[src/rtl/tbus_arbiter_if.sv]
// Bundle of requester-side and tbus-side signals around the tbus arbiter.
// The slave modport is the arbiter's view. The master modport is the environment's view.
interface tbus_arbiter_if #(
    parameter int NUM_REQ      = 2,
    parameter int ADDR_WIDTH   = 64,
    parameter int DATA_WIDTH   = 64,
    parameter int OPTYPE_WIDTH = 2
);
    logic [NUM_REQ-1:0]              req_valid;
    logic [NUM_REQ-1:0]              req_ready;
    logic [NUM_REQ*ADDR_WIDTH-1:0]   req_index;
    logic [NUM_REQ*DATA_WIDTH-1:0]   req_write_data;
    logic [NUM_REQ*DATA_WIDTH-1:0]   req_write_mask;
    logic [NUM_REQ*OPTYPE_WIDTH-1:0] req_operation_type;
    logic [NUM_REQ-1:0]              req_flush;
    logic [NUM_REQ-1:0]              resp_done;
    logic [DATA_WIDTH-1:0]           resp_read_data;
    logic                            tbus_index_valid;
    logic                            tbus_index_ready;
    logic [ADDR_WIDTH-1:0]           tbus_index;
    logic [DATA_WIDTH-1:0]           tbus_write_data;
    logic [DATA_WIDTH-1:0]           tbus_write_mask;
    logic [OPTYPE_WIDTH-1:0]         tbus_operation_type;
    logic [DATA_WIDTH-1:0]           tbus_read_data;
    logic                            tbus_operation_done;
    logic                            arb_busy;

    // valid/ready: a transfer happens in any cycle where valid and ready are both high.
    // Valid does not wait for ready. The payload stays stable while valid is high and not yet accepted.
    modport slave (
        input  req_valid, req_index, req_write_data, req_write_mask,
               req_operation_type, req_flush,
               tbus_index_ready, tbus_read_data, tbus_operation_done,
        output req_ready, resp_done, resp_read_data,
               tbus_index_valid, tbus_index, tbus_write_data, tbus_write_mask,
               tbus_operation_type, arb_busy
    );

    modport master (
        output req_valid, req_index, req_write_data, req_write_mask,
               req_operation_type, req_flush,
               tbus_index_ready, tbus_read_data, tbus_operation_done,
        input  req_ready, resp_done, resp_read_data,
               tbus_index_valid, tbus_index, tbus_write_data, tbus_write_mask,
               tbus_operation_type, arb_busy
    );
endinterface

[src/rtl/tbus_arbiter.sv]
// Round-robin arbiter that shares one tbus channel among NUM_REQ requesters.
// The grant is held from request through operation done, and the completion is routed back to the owner.
module tbus_arbiter #(
    parameter int NUM_REQ      = 2,
    parameter int ADDR_WIDTH   = 64,
    parameter int DATA_WIDTH   = 64,
    parameter int OPTYPE_WIDTH = 2
) (
    input  logic          clock,
    input  logic          reset,
    tbus_arbiter_if.slave bus,
    output logic [1:0]    dbg_state_o
);
    localparam int IDX_W = (NUM_REQ > 1) ? $clog2(NUM_REQ) : 1;

    typedef enum logic [1:0] {
        S_IDLE = 2'd0,
        S_REQ  = 2'd1,
        S_WAIT = 2'd2
    } state_e;

    state_e           state_q, state_d;
    logic [IDX_W-1:0] grant_q, grant_d;
    logic [IDX_W-1:0] rr_ptr_q, rr_ptr_d;
    logic [IDX_W-1:0] winner, grant_next;
    logic [NUM_REQ-1:0] eligible;
    logic             win_found, grant_live, fire;
    int unsigned      cand, gsel;

    assign eligible   = bus.req_valid & ~bus.req_flush;
    assign grant_live = eligible[grant_q];
    assign fire       = (state_q == S_REQ) && grant_live && bus.tbus_index_ready;
    assign grant_next = (grant_q == IDX_W'(NUM_REQ - 1)) ? '0 : grant_q + IDX_W'(1);
    assign gsel       = 32'(grant_q);
    assign dbg_state_o = state_q;

    // The search starts at rr_ptr and wraps, so the last owner moves to the back of the line.
    always_comb begin
        win_found = 1'b0;
        winner    = rr_ptr_q;
        cand      = 0;
        for (int k = 0; k < NUM_REQ; k++) begin
            cand = 32'(rr_ptr_q) + 32'(k);
            if (cand >= 32'(NUM_REQ)) cand = cand - 32'(NUM_REQ);
            if (!win_found && eligible[cand[IDX_W-1:0]]) begin
                win_found = 1'b1;
                winner    = cand[IDX_W-1:0];
            end
        end
    end

    always_ff @(posedge clock) begin
        if (reset) begin
            state_q  <= S_IDLE;
            grant_q  <= '0;
            rr_ptr_q <= '0;
        end else begin
            state_q  <= state_d;
            grant_q  <= grant_d;
            rr_ptr_q <= rr_ptr_d;
        end
    end

    always_comb begin
        state_d  = state_q;
        grant_d  = grant_q;
        rr_ptr_d = rr_ptr_q;
        case (state_q)
            S_IDLE: begin
                if (win_found) begin
                    grant_d = winner;
                    state_d = S_REQ;
                end
            end
            S_REQ: begin
                if (!grant_live) begin
                    state_d = S_IDLE;
                end else if (fire) begin
                    if (bus.tbus_operation_done) begin
                        rr_ptr_d = grant_next;
                        state_d  = S_IDLE;
                    end else begin
                        state_d = S_WAIT;
                    end
                end
            end
            S_WAIT: begin
                if (bus.tbus_operation_done) begin
                    rr_ptr_d = grant_next;
                    state_d  = S_IDLE;
                end
            end
            default: state_d = S_IDLE;
        endcase
    end

    always_comb begin
        bus.req_ready           = '0;
        bus.resp_done           = '0;
        bus.resp_read_data      = bus.tbus_read_data;
        bus.tbus_index_valid    = 1'b0;
        bus.tbus_index          = '0;
        bus.tbus_write_data     = '0;
        bus.tbus_write_mask     = '0;
        bus.tbus_operation_type = '0;
        bus.arb_busy            = (state_q != S_IDLE);
        case (state_q)
            S_REQ: begin
                // The live request is muxed straight through. A drop or flush takes valid down in the same cycle.
                bus.tbus_index_valid    = grant_live;
                bus.tbus_index          = bus.req_index[gsel*ADDR_WIDTH +: ADDR_WIDTH];
                bus.tbus_write_data     = bus.req_write_data[gsel*DATA_WIDTH +: DATA_WIDTH];
                bus.tbus_write_mask     = bus.req_write_mask[gsel*DATA_WIDTH +: DATA_WIDTH];
                bus.tbus_operation_type = bus.req_operation_type[gsel*OPTYPE_WIDTH +: OPTYPE_WIDTH];
                bus.req_ready[grant_q]  = grant_live & bus.tbus_index_ready;
                bus.resp_done[grant_q]  = fire & bus.tbus_operation_done;
            end
            S_WAIT: begin
                bus.resp_done[grant_q] = bus.tbus_operation_done & ~bus.req_flush[grant_q];
            end
            default: ;
        endcase
    end
endmodule

[src/flat_wrapper.sv]
// flat-port wrapper written by rule: the top's interface ports become plain ports
module tbus_arbiter_flat 
#(
    parameter int NUM_REQ      = 2,
    parameter int ADDR_WIDTH   = 64,
    parameter int DATA_WIDTH   = 64,
    parameter int OPTYPE_WIDTH = 2
)
  (clock, reset, dbg_state_o, bus_req_valid, bus_req_index, bus_req_write_data, bus_req_write_mask, bus_req_operation_type, bus_req_flush, bus_tbus_index_ready, bus_tbus_read_data, bus_tbus_operation_done, bus_req_ready, bus_resp_done, bus_resp_read_data, bus_tbus_index_valid, bus_tbus_index, bus_tbus_write_data, bus_tbus_write_mask, bus_tbus_operation_type, bus_arb_busy);
  tbus_arbiter_if #(.NUM_REQ(NUM_REQ), .ADDR_WIDTH(ADDR_WIDTH), .DATA_WIDTH(DATA_WIDTH), .OPTYPE_WIDTH(OPTYPE_WIDTH)) bus_i ();
  input  logic clock;
  input  logic reset;
  output logic [1:0] dbg_state_o;
  input wire logic [$bits(bus_i.req_valid)-1:0] bus_req_valid;
  input wire logic [$bits(bus_i.req_index)-1:0] bus_req_index;
  input wire logic [$bits(bus_i.req_write_data)-1:0] bus_req_write_data;
  input wire logic [$bits(bus_i.req_write_mask)-1:0] bus_req_write_mask;
  input wire logic [$bits(bus_i.req_operation_type)-1:0] bus_req_operation_type;
  input wire logic [$bits(bus_i.req_flush)-1:0] bus_req_flush;
  input wire logic [$bits(bus_i.tbus_index_ready)-1:0] bus_tbus_index_ready;
  input wire logic [$bits(bus_i.tbus_read_data)-1:0] bus_tbus_read_data;
  input wire logic [$bits(bus_i.tbus_operation_done)-1:0] bus_tbus_operation_done;
  output wire logic [$bits(bus_i.req_ready)-1:0] bus_req_ready;
  output wire logic [$bits(bus_i.resp_done)-1:0] bus_resp_done;
  output wire logic [$bits(bus_i.resp_read_data)-1:0] bus_resp_read_data;
  output wire logic [$bits(bus_i.tbus_index_valid)-1:0] bus_tbus_index_valid;
  output wire logic [$bits(bus_i.tbus_index)-1:0] bus_tbus_index;
  output wire logic [$bits(bus_i.tbus_write_data)-1:0] bus_tbus_write_data;
  output wire logic [$bits(bus_i.tbus_write_mask)-1:0] bus_tbus_write_mask;
  output wire logic [$bits(bus_i.tbus_operation_type)-1:0] bus_tbus_operation_type;
  output wire logic [$bits(bus_i.arb_busy)-1:0] bus_arb_busy;
  assign bus_i.req_valid = bus_req_valid;
  assign bus_i.req_index = bus_req_index;
  assign bus_i.req_write_data = bus_req_write_data;
  assign bus_i.req_write_mask = bus_req_write_mask;
  assign bus_i.req_operation_type = bus_req_operation_type;
  assign bus_i.req_flush = bus_req_flush;
  assign bus_i.tbus_index_ready = bus_tbus_index_ready;
  assign bus_i.tbus_read_data = bus_tbus_read_data;
  assign bus_i.tbus_operation_done = bus_tbus_operation_done;
  assign bus_req_ready = bus_i.req_ready;
  assign bus_resp_done = bus_i.resp_done;
  assign bus_resp_read_data = bus_i.resp_read_data;
  assign bus_tbus_index_valid = bus_i.tbus_index_valid;
  assign bus_tbus_index = bus_i.tbus_index;
  assign bus_tbus_write_data = bus_i.tbus_write_data;
  assign bus_tbus_write_mask = bus_i.tbus_write_mask;
  assign bus_tbus_operation_type = bus_i.tbus_operation_type;
  assign bus_arb_busy = bus_i.arb_busy;
  tbus_arbiter #(.NUM_REQ(NUM_REQ), .ADDR_WIDTH(ADDR_WIDTH), .DATA_WIDTH(DATA_WIDTH), .OPTYPE_WIDTH(OPTYPE_WIDTH)) u_core (.clock(clock), .reset(reset), .bus(bus_i), .dbg_state_o(dbg_state_o));
endmodule
[config.mk]
export PLATFORM = sky130hd
export DESIGN_NAME = tbus_arbiter_flat
export DESIGN_NICKNAME = d
export VERILOG_FILES = /design/src/rtl/tbus_arbiter_if.sv /design/src/rtl/tbus_arbiter.sv /design/src/flat_wrapper.sv
export SDC_FILE = /design/constraint.sdc
export NUM_CORES = 1
export LEC_CHECK = 0
export ABC_AREA = 0
export CORE_AREA = 2 2 283 285
export CTS_CLUSTER_SIZE = 12
export DETAILED_ROUTE_END_ITERATION = 10
export DIE_AREA = 0 0 285 287
export DONT_BUFFER_PORTS = 1
export PLACE_DENSITY = 0.3
export REMOVE_ABC_BUFFERS = 1
export SETUP_SLACK_MARGIN = 0.02
export SLEW_MARGIN = 20
export SYNTH_ARGS = -nofsm -noshare
export SYNTH_HDL_FRONTEND = slang
export SYNTH_SLANG_ARGS = --single-unit
[constraint.sdc]
create_clock -name clock -period 1.5 [get_ports clock]
set_clock_uncertainty 0.15 [all_clocks]
set_input_delay 0.225 -clock clock [delete_from_list [all_inputs] [get_ports clock]]
set_output_delay 0.225 -clock clock [all_outputs]
set_load 0.01 [all_outputs]
==> results of run 1 <==
[kinds of logic after synthesis]
| group | share of synthesized area |
|---|---|
| AOI/OAI and AO/OA | 0.0173 |
| adders and majority gates | 0.00894 |
| buffers and inverters | 0.165 |
| DFF | 0.0191 |
| muxes | 0.470 |
| and+or+nand+nor | 0.319 |
[cells in the mapped netlist (2+ instances only)]
cell type,n
nor2b_1,195
nor2_1,3
mux2i_1,195
dfxtp_1,4
nand2_1,4
clkbuf_1,21
a31oi_1,2
buf_2,23
mux2_2,2
buf_4,65
nand2b_1,4
ha_1,3
inv_1,3
[cells in the final DEF (no fill, tap or decap), drive strengths merged, types with 2 or more instances in the layout]
master / instances
o211ai: 2
mux2i: 195
nand2b: 4
inv: 3
a31oi: 2
nor2: 3
buf: 178
diode: 6
o21ai: 2
nor3b: 2
nand2: 4
clkbuf: 15
ha: 3
bufbuf: 2
mux2: 2
nor2b: 195
dfxtp: 4
[power breakdown]
part	internal (mW)	leakage, nW	switching [mW]
sequential	0.115	0.0346	0.0103
clock	0.352	0.0382	0.0854
combinational	2.25	2.96	1.78
total	2.72	3.03	1.88
[metrics by stage]
| stage | hold slack (ns) | setup WS, ns | std cells | utilization | TNS, ns |
|---|---|---|---|---|---|
| after floorplan | 0.144 | -6.92 | 431 | - | -1249.84 |
| after global placement | 0.142 | -0.844 | 1578 | 0.0720 | -41.07 |
| after detailed placement | 0.141 | -0.840 | 1578 | 0.0720 | -43.56 |
| after CTS | 0.0339 | -0.534 | 1639 | 0.104 | -80.76 |
| after global routing | 0.0632 | -0.583 | 1682 | 0.127 | -93.16 |
| final | 0.0296 | -0.532 | 1683 | 0.127 | -83.20 |
[how the worst max path moves through the flow]
stage,from,endpoint,cells after the start
floorplan,u_core.grant_q$_SDFFE_PP0P_,bus_resp_done[0],4
global placement,u_core.grant_q$_SDFFE_PP0P_,bus_tbus_write_mask[8],5
detailed placement,u_core.grant_q$_SDFFE_PP0P_,bus_tbus_write_mask[45],5
CTS,u_core.grant_q$_SDFFE_PP0P_,bus_tbus_write_mask[44],5
global route,u_core.grant_q$_SDFFE_PP0P_,bus_resp_done[0],6
finish,u_core.grant_q$_SDFFE_PP0P_,bus_tbus_index[21],7
[registers in the layout (all words and copies together) (netlist names)]
signal	flops
u_core.grant_q	1
u_core.rr_ptr_q	1
u_core.dbg_state_o	2
[layer usage]
metal / global-route usage / up-vias
li1: - / 1955
met4: 0.0484 / 8
met5: 0.0326 / -
met3: 0.0507 / 84
met1: 0.0936 / 2270
met2: 0.161 / 584
[tightest hold or removal path: stages]
cell and delay [ns]:
nor2_1 0.02, nand2_1 0.05, mux2i_1 0.06
[layout make-up]
cell class | count | area [um2] | area share
antenna | 6 | 15.0 | 0.00150
inverter | 3 | 11.3 | 0.00113
timing repair buffer | 192 | 2890 | 0.289
clock buffer | 4 | 78.8 | 0.00789
sequential | 4 | 88.8 | 0.00890
tap | 1050 | 1310 | 0.132
multi-input combinational | 424 | 5590 | 0.560
[what timing repair did]
action / CTS / global route
buffers inserted: 28 / 30
gates resized for setup: 331 / 248
endpoints found under the setup margin: 203 / 204
gates cloned: 29 / 15
endpoints found under the hold margin: 3 / 0
hold buffers: 1 / 0
pin swaps: 3 / 7
==> results.py, run 1 <==
metrics = {
    "status": {
        "status": "complete, but fails checks",
        "violations": "negative setup slack",
    },
    "timing": {
        "max_freq_mhz": 492,
        "rsz0062_at_grt": "yes",
        "hold_viol": 0,
        "slew_headroom": 0.784,
        "period_share": 1.35,
        "layout_min_cycle_time_ns": 2.03,
        "tightest_slew_ns": 0.317,
        "setup_ws_ns": -0.532,
        "setup_viol_count_final": 202,
        "drv_slew": 0,
    },
    "grt": {
        "overflow": 0,
        "grt_usage": 0.0957,
        "grt_pass1_vias": 5051,
        "grt_antenna_before_repair": 11,
        "grt_pass1_wl_mm": 51.6,
        "grt_max_degree": 34,
    },
    "placement": {
        "place_area_mm2": 0.00566,
        "dpl.hpwl_mm": 28.7,
        "gp_congestion": 0.939,
        "io_buffers": 0,
    },
    "detailed_routing": {
        "highest_layer": "met5",
        "wl_met2_mm": 22.0,
        "viasPerCell": 2.91,
        "wl_per_cell_um": 27.5,
        "dr.pass1.iters": 6,
        "wl_met1_mm": 15.6,
        "totalWireLength_mm": 46.3,
        "vias": 4901,
        "wl_met3_mm": 6.11,
        "initialDrtViolationCount": 183,
        "drcViolationCount": 0,
        "antenna_left": 0,
    },
    "floorplan": {
        "dieArea_mm2": 0.0818,
        "ios": 726,
        "die_h_um": 287,
        "initial_utilization": 0.0534,
        "rows": 103,
        "die_w_um": 285,
        "fp.coreArea_mm2": 0.0786,
    },
    "synth": {
        "avgSynthCellArea_um2": 7.78,
        "async_flop_share": 0,
        "ys_seq_area_frac": 0.0191,
        "ys_warn_count": 0,
        "yosysTopAreaCell": "mux2i_1",
        "synth_edf_count": 0,
        "ys_top_cells_by_area": "mux2i_1 46%, nor2b_1 29%, buf_4 12%",
        "synth_cell_types": 29,
        "synth.top_cell.area_share": 0.465,
        "syn-cell-area_mm2": 0.00420,
        "synth_ff_type": "dfxtp_1",
        "ys_seq_elements": 4,
        "synthCells": 540,
    },
    "critical_path": {
        "r2r_slack_ns": -0.40,
        "crit_fanout": 6,
        "r2r_end": "u_core.rr_ptr_q$_SDFFE_PP0P_",
        "path_cells": "buf_12 -> buf_12 -> buf_12 -> buf_12 -> buf_16 -> mux2i_2 -> nor2b_2",
        "path_buf_inv": 5,
        "cp.required_ns": 1.12,
        "path_class": "reg2out",
        "worstSetupStartpointType": "flop",
        "critPathMaxStageDelay_ns": 0.36,
        "cp-end-kind": "output port",
        "r2r_start": "u_core.dbg_state_o[1]$_SDFFE_PP0P_",
        "worstPathArrival_ns": 1.66,
        "crit_top_cell": "buf_12",
        "critPathTopFamily": "buffers and inverters",
        "slowest_stage": "dfxtp_4",
        "worstRegToRegCells": 9,
    },
    "finish": {
        "design_area_mm2": 0.00999,
        "syn_to_final_growth_pct": 138,
        "nets": 1091,
        "fillers": 8813,
        "layout-drive-gt1-share": 0.762,
    },
    "min_path": {
        "min_path_cells": 3,
        "min_path_type": "in2reg",
        "hold_end": "u_core.dbg_state_o[1]$_SDFFE_PP0P_",
        "hp-start": "reset",
    },
    "clock_network": {
        "cts_buffer_depth": 2,
        "path_clk_slew_ns": 0.04,
        "cts.sinks": 4,
        "cts_tree": "done",
        "clockRootBuffer": "clkbuf_16",
        "insertion_delay_ns": 0.23,
        "h-tree-depth": 1,
        "cts_made_buffers": 3,
    },
    "pwr": {
        "p_leak_nw": 3.03,
        "irDropWorstVdd_uv": 316,
        "power_mw": 4.60,
        "p_per_area_mw_per_mm2": 460,
    },
    "job": {
        "drv_cap": 0,
    },
}
No activity file was read; power rests on OpenSTA's default activity.
==> run 2, diff against run 1 <==
--- a/config.mk
+++ b/config.mk
@@ -12,7 +12,6 @@
 export DIE_AREA = 0 0 285 287
 export DONT_BUFFER_PORTS = 1
 export PLACE_DENSITY = 0.3
-export REMOVE_ABC_BUFFERS = 1
 export SETUP_SLACK_MARGIN = 0.02
 export SLEW_MARGIN = 20
 export SYNTH_ARGS = -nofsm -noshare
==> run 2 against run 1 <==
  * The run still ends with negative setup slack left
  * Hold slack got worse by 0.017 ns
  * Final area decreased by 1.3%
  * Combinational power decreased by 5.9%
  * Sequential share of layout area about the same
  * Clock power decreased by 4%
  * First-iteration DRC count decreased by 61%
  * Clock-buffer cell count decreased by 1
  * Critical endpoint is now bus_resp_done[1]
  * Largest cell class unchanged
==> results.py, run 2 (same netlist as run 1, synthesis figures left out) <==
metrics = {
    "status": {
        "status": "complete, but fails checks",
        "violations": "negative setup slack",
    },
    "detailed_routing": {
        "wl_per_cell_um": 20.5,
        "drcViolationCount": 0,
        "antenna_left": 0,
        "viasPerCell": 2.68,
        "dr.pass1.iters": 4,
        "vias": 4385,
        "initialDrtViolationCount": 72,
        "totalWireLength_mm": 33.5,
    },
    "floorplan": {
        "fp.coreArea_mm2": 0.0786,
        "initial_utilization": 0.0534,
        "ios": 726,
        "dieArea_mm2": 0.0818,
        "die_w_um": 285,
        "rows": 103,
        "die_h_um": 287,
    },
    "timing": {
        "rsz0062_at_grt": "yes",
        "slew_headroom": 0.730,
        "setup_viol_count_final": 203,
        "tightest_slew_ns": 0.394,
        "setup_ws_ns": -0.476,
        "hold_viol": 0,
        "layout_min_cycle_time_ns": 1.98,
        "drv_slew": 0,
        "fin_setup_tns_ns": -73.71,
        "max_freq_mhz": 506,
        "period_share": 1.32,
    },
    "pwr": {
        "irDropWorstVdd_uv": 298,
        "p_per_area_mw_per_mm2": 441,
        "p_leak_nw": 2.81,
    },
    "critical_path": {
        "cp-end-kind": "output port",
        "worstRegToRegCells": 8,
        "worstPathArrival_ns": 1.60,
        "cp.required_ns": 1.12,
        "crit_fanout": 7,
        "worstSetupStartpointType": "flop",
        "path_class": "reg2out",
        "r2r_end": "u_core.dbg_state_o[1]$_SDFFE_PP0P_",
        "r2r_start": "u_core.dbg_state_o[1]$_SDFFE_PP0P_",
        "r2r_slack_ns": -0.24,
    },
    "clock_network": {
        "cts_buffer_depth": 2,
        "cts_tree": "done",
        "cts_made_buffers": 3,
        "cts.sinks": 4,
        "path_clk_slew_ns": 0.03,
        "clockRootBuffer": "clkbuf_16",
        "insertion_delay_ns": 0.23,
        "h-tree-depth": 1,
    },
    "min_path": {
        "min_path_cells": 3,
        "min_path_type": "in2reg",
        "hp-start": "reset",
        "hold_end": "u_core.dbg_state_o[1]$_SDFFE_PP0P_",
    },
    "grt": {
        "grt_pass1_wl_mm": 36.9,
        "grt_pass1_vias": 4532,
        "overflow": 0,
        "grt_max_degree": 28,
        "grt_antenna_before_repair": 6,
        "grt_usage": 0.0643,
    },
    "finish": {
        "mostFrequentLayoutCell": "nor2b_4",
        "final_cell_mix": "106 x nor2b_4, 104 x mux2i_4, 77 x nor2b_2",
        "fin_util": 0.125,
        "post_layout_nonfiller_instances": 1635,
        "largest_reg_flops": 2,
        "fillers": 8791,
        "design_area_mm2": 0.00986,
        "syn_to_final_growth_pct": 135,
        "nets": 1044,
        "layout-drive-gt1-share": 0.843,
    },
    "synth": {
        "syn_nets": 1003,
    },
    "placement": {
        "gp_congestion": 0.741,
        "dpl.hpwl_mm": 19.3,
        "place_area_mm2": 0.00605,
        "io_buffers": 0,
        "place_inst": 1545,
    },
    "job": {
        "drv_cap": 0,
    },
}
## run 2: metal layers
metal / share of wire / track usage
met5: 0.00039 / 0
met4: 0.046 / 0.0267
met3: 0.089 / 0.0175
met2: 0.52 / 0.121
met1: 0.34 / 0.0673
## run 2: stage by stage
step / power [mW] / hold slack (ns) / worst slack, ns
final: 4.35 / 0.0125 / -0.476
after global routing: 4.55 / 0.0388 / -0.543
after CTS: 3.61 / 0.00897 / -0.515
after detailed placement: 2.04 / 0.137 / -0.511
after global placement: 2.04 / 0.144 / -0.505
after floorplan: 1.87 / 0.140 / -0.108
## run 2: worst max-delay path: stages, from the launching register on
cell	delay, ns
dfxtp_4	0.41
and3b_1	0.21
o211ai_2	0.10
mux2_4	0.29
nor3b_4	0.22
buf_12	0.14
## run 2: cell type report
cell class	count	area, um2	share of cell area
sequential	4	91.3	0.00927
multi-input combinational	424	5920	0.601
clock buffer	3	75.1	0.00762
timing repair buffer	145	2420	0.246
inverter	3	13.8	0.00140
tap	1050	1310	0.133
antenna	6	15.0	0.00152
## run 2: what timing repair did
item / CTS / global route
hold endpoints to repair: 3 / 0
cloned: 24 / 22
buffers inserted: 25 / 19
setup endpoints to repair: 203 / 204
hold buffers: 1 / 0
pin swaps: 3 / 5
resized for setup: 212 / 252
## run 2: how the worst max path moves through the flow
stage	from	end	slack (ns)	cells past startpoint
finish	u_core.grant_q$_SDFFE_PP0P_	bus_resp_done[1]	-0.48	5
global route	u_core.grant_q$_SDFFE_PP0P_	bus_tbus_write_data[20]	-0.54	6
CTS	u_core.grant_q$_SDFFE_PP0P_	bus_resp_done[1]	-0.52	5
detailed placement	u_core.grant_q$_SDFFE_PP0P_	bus_tbus_write_data[35]	-0.51	4
global placement	u_core.grant_q$_SDFFE_PP0P_	bus_tbus_write_data[35]	-0.50	4
floorplan	u_core.dbg_state_o[1]$_SDFFE_PP0P_	bus_resp_done[1]	-0.11	6
## run 2: report_power, final
| part | leakage (nW) | internal (mW) | total (mW) | switching (mW) |
|---|---|---|---|---|
| Combinational | 2.74 | 2.19 | 3.80 | 1.61 |
| Sequential | 0.0349 | 0.114 | 0.127 | 0.0140 |
| Clock | 0.0370 | 0.341 | 0.422 | 0.0812 |
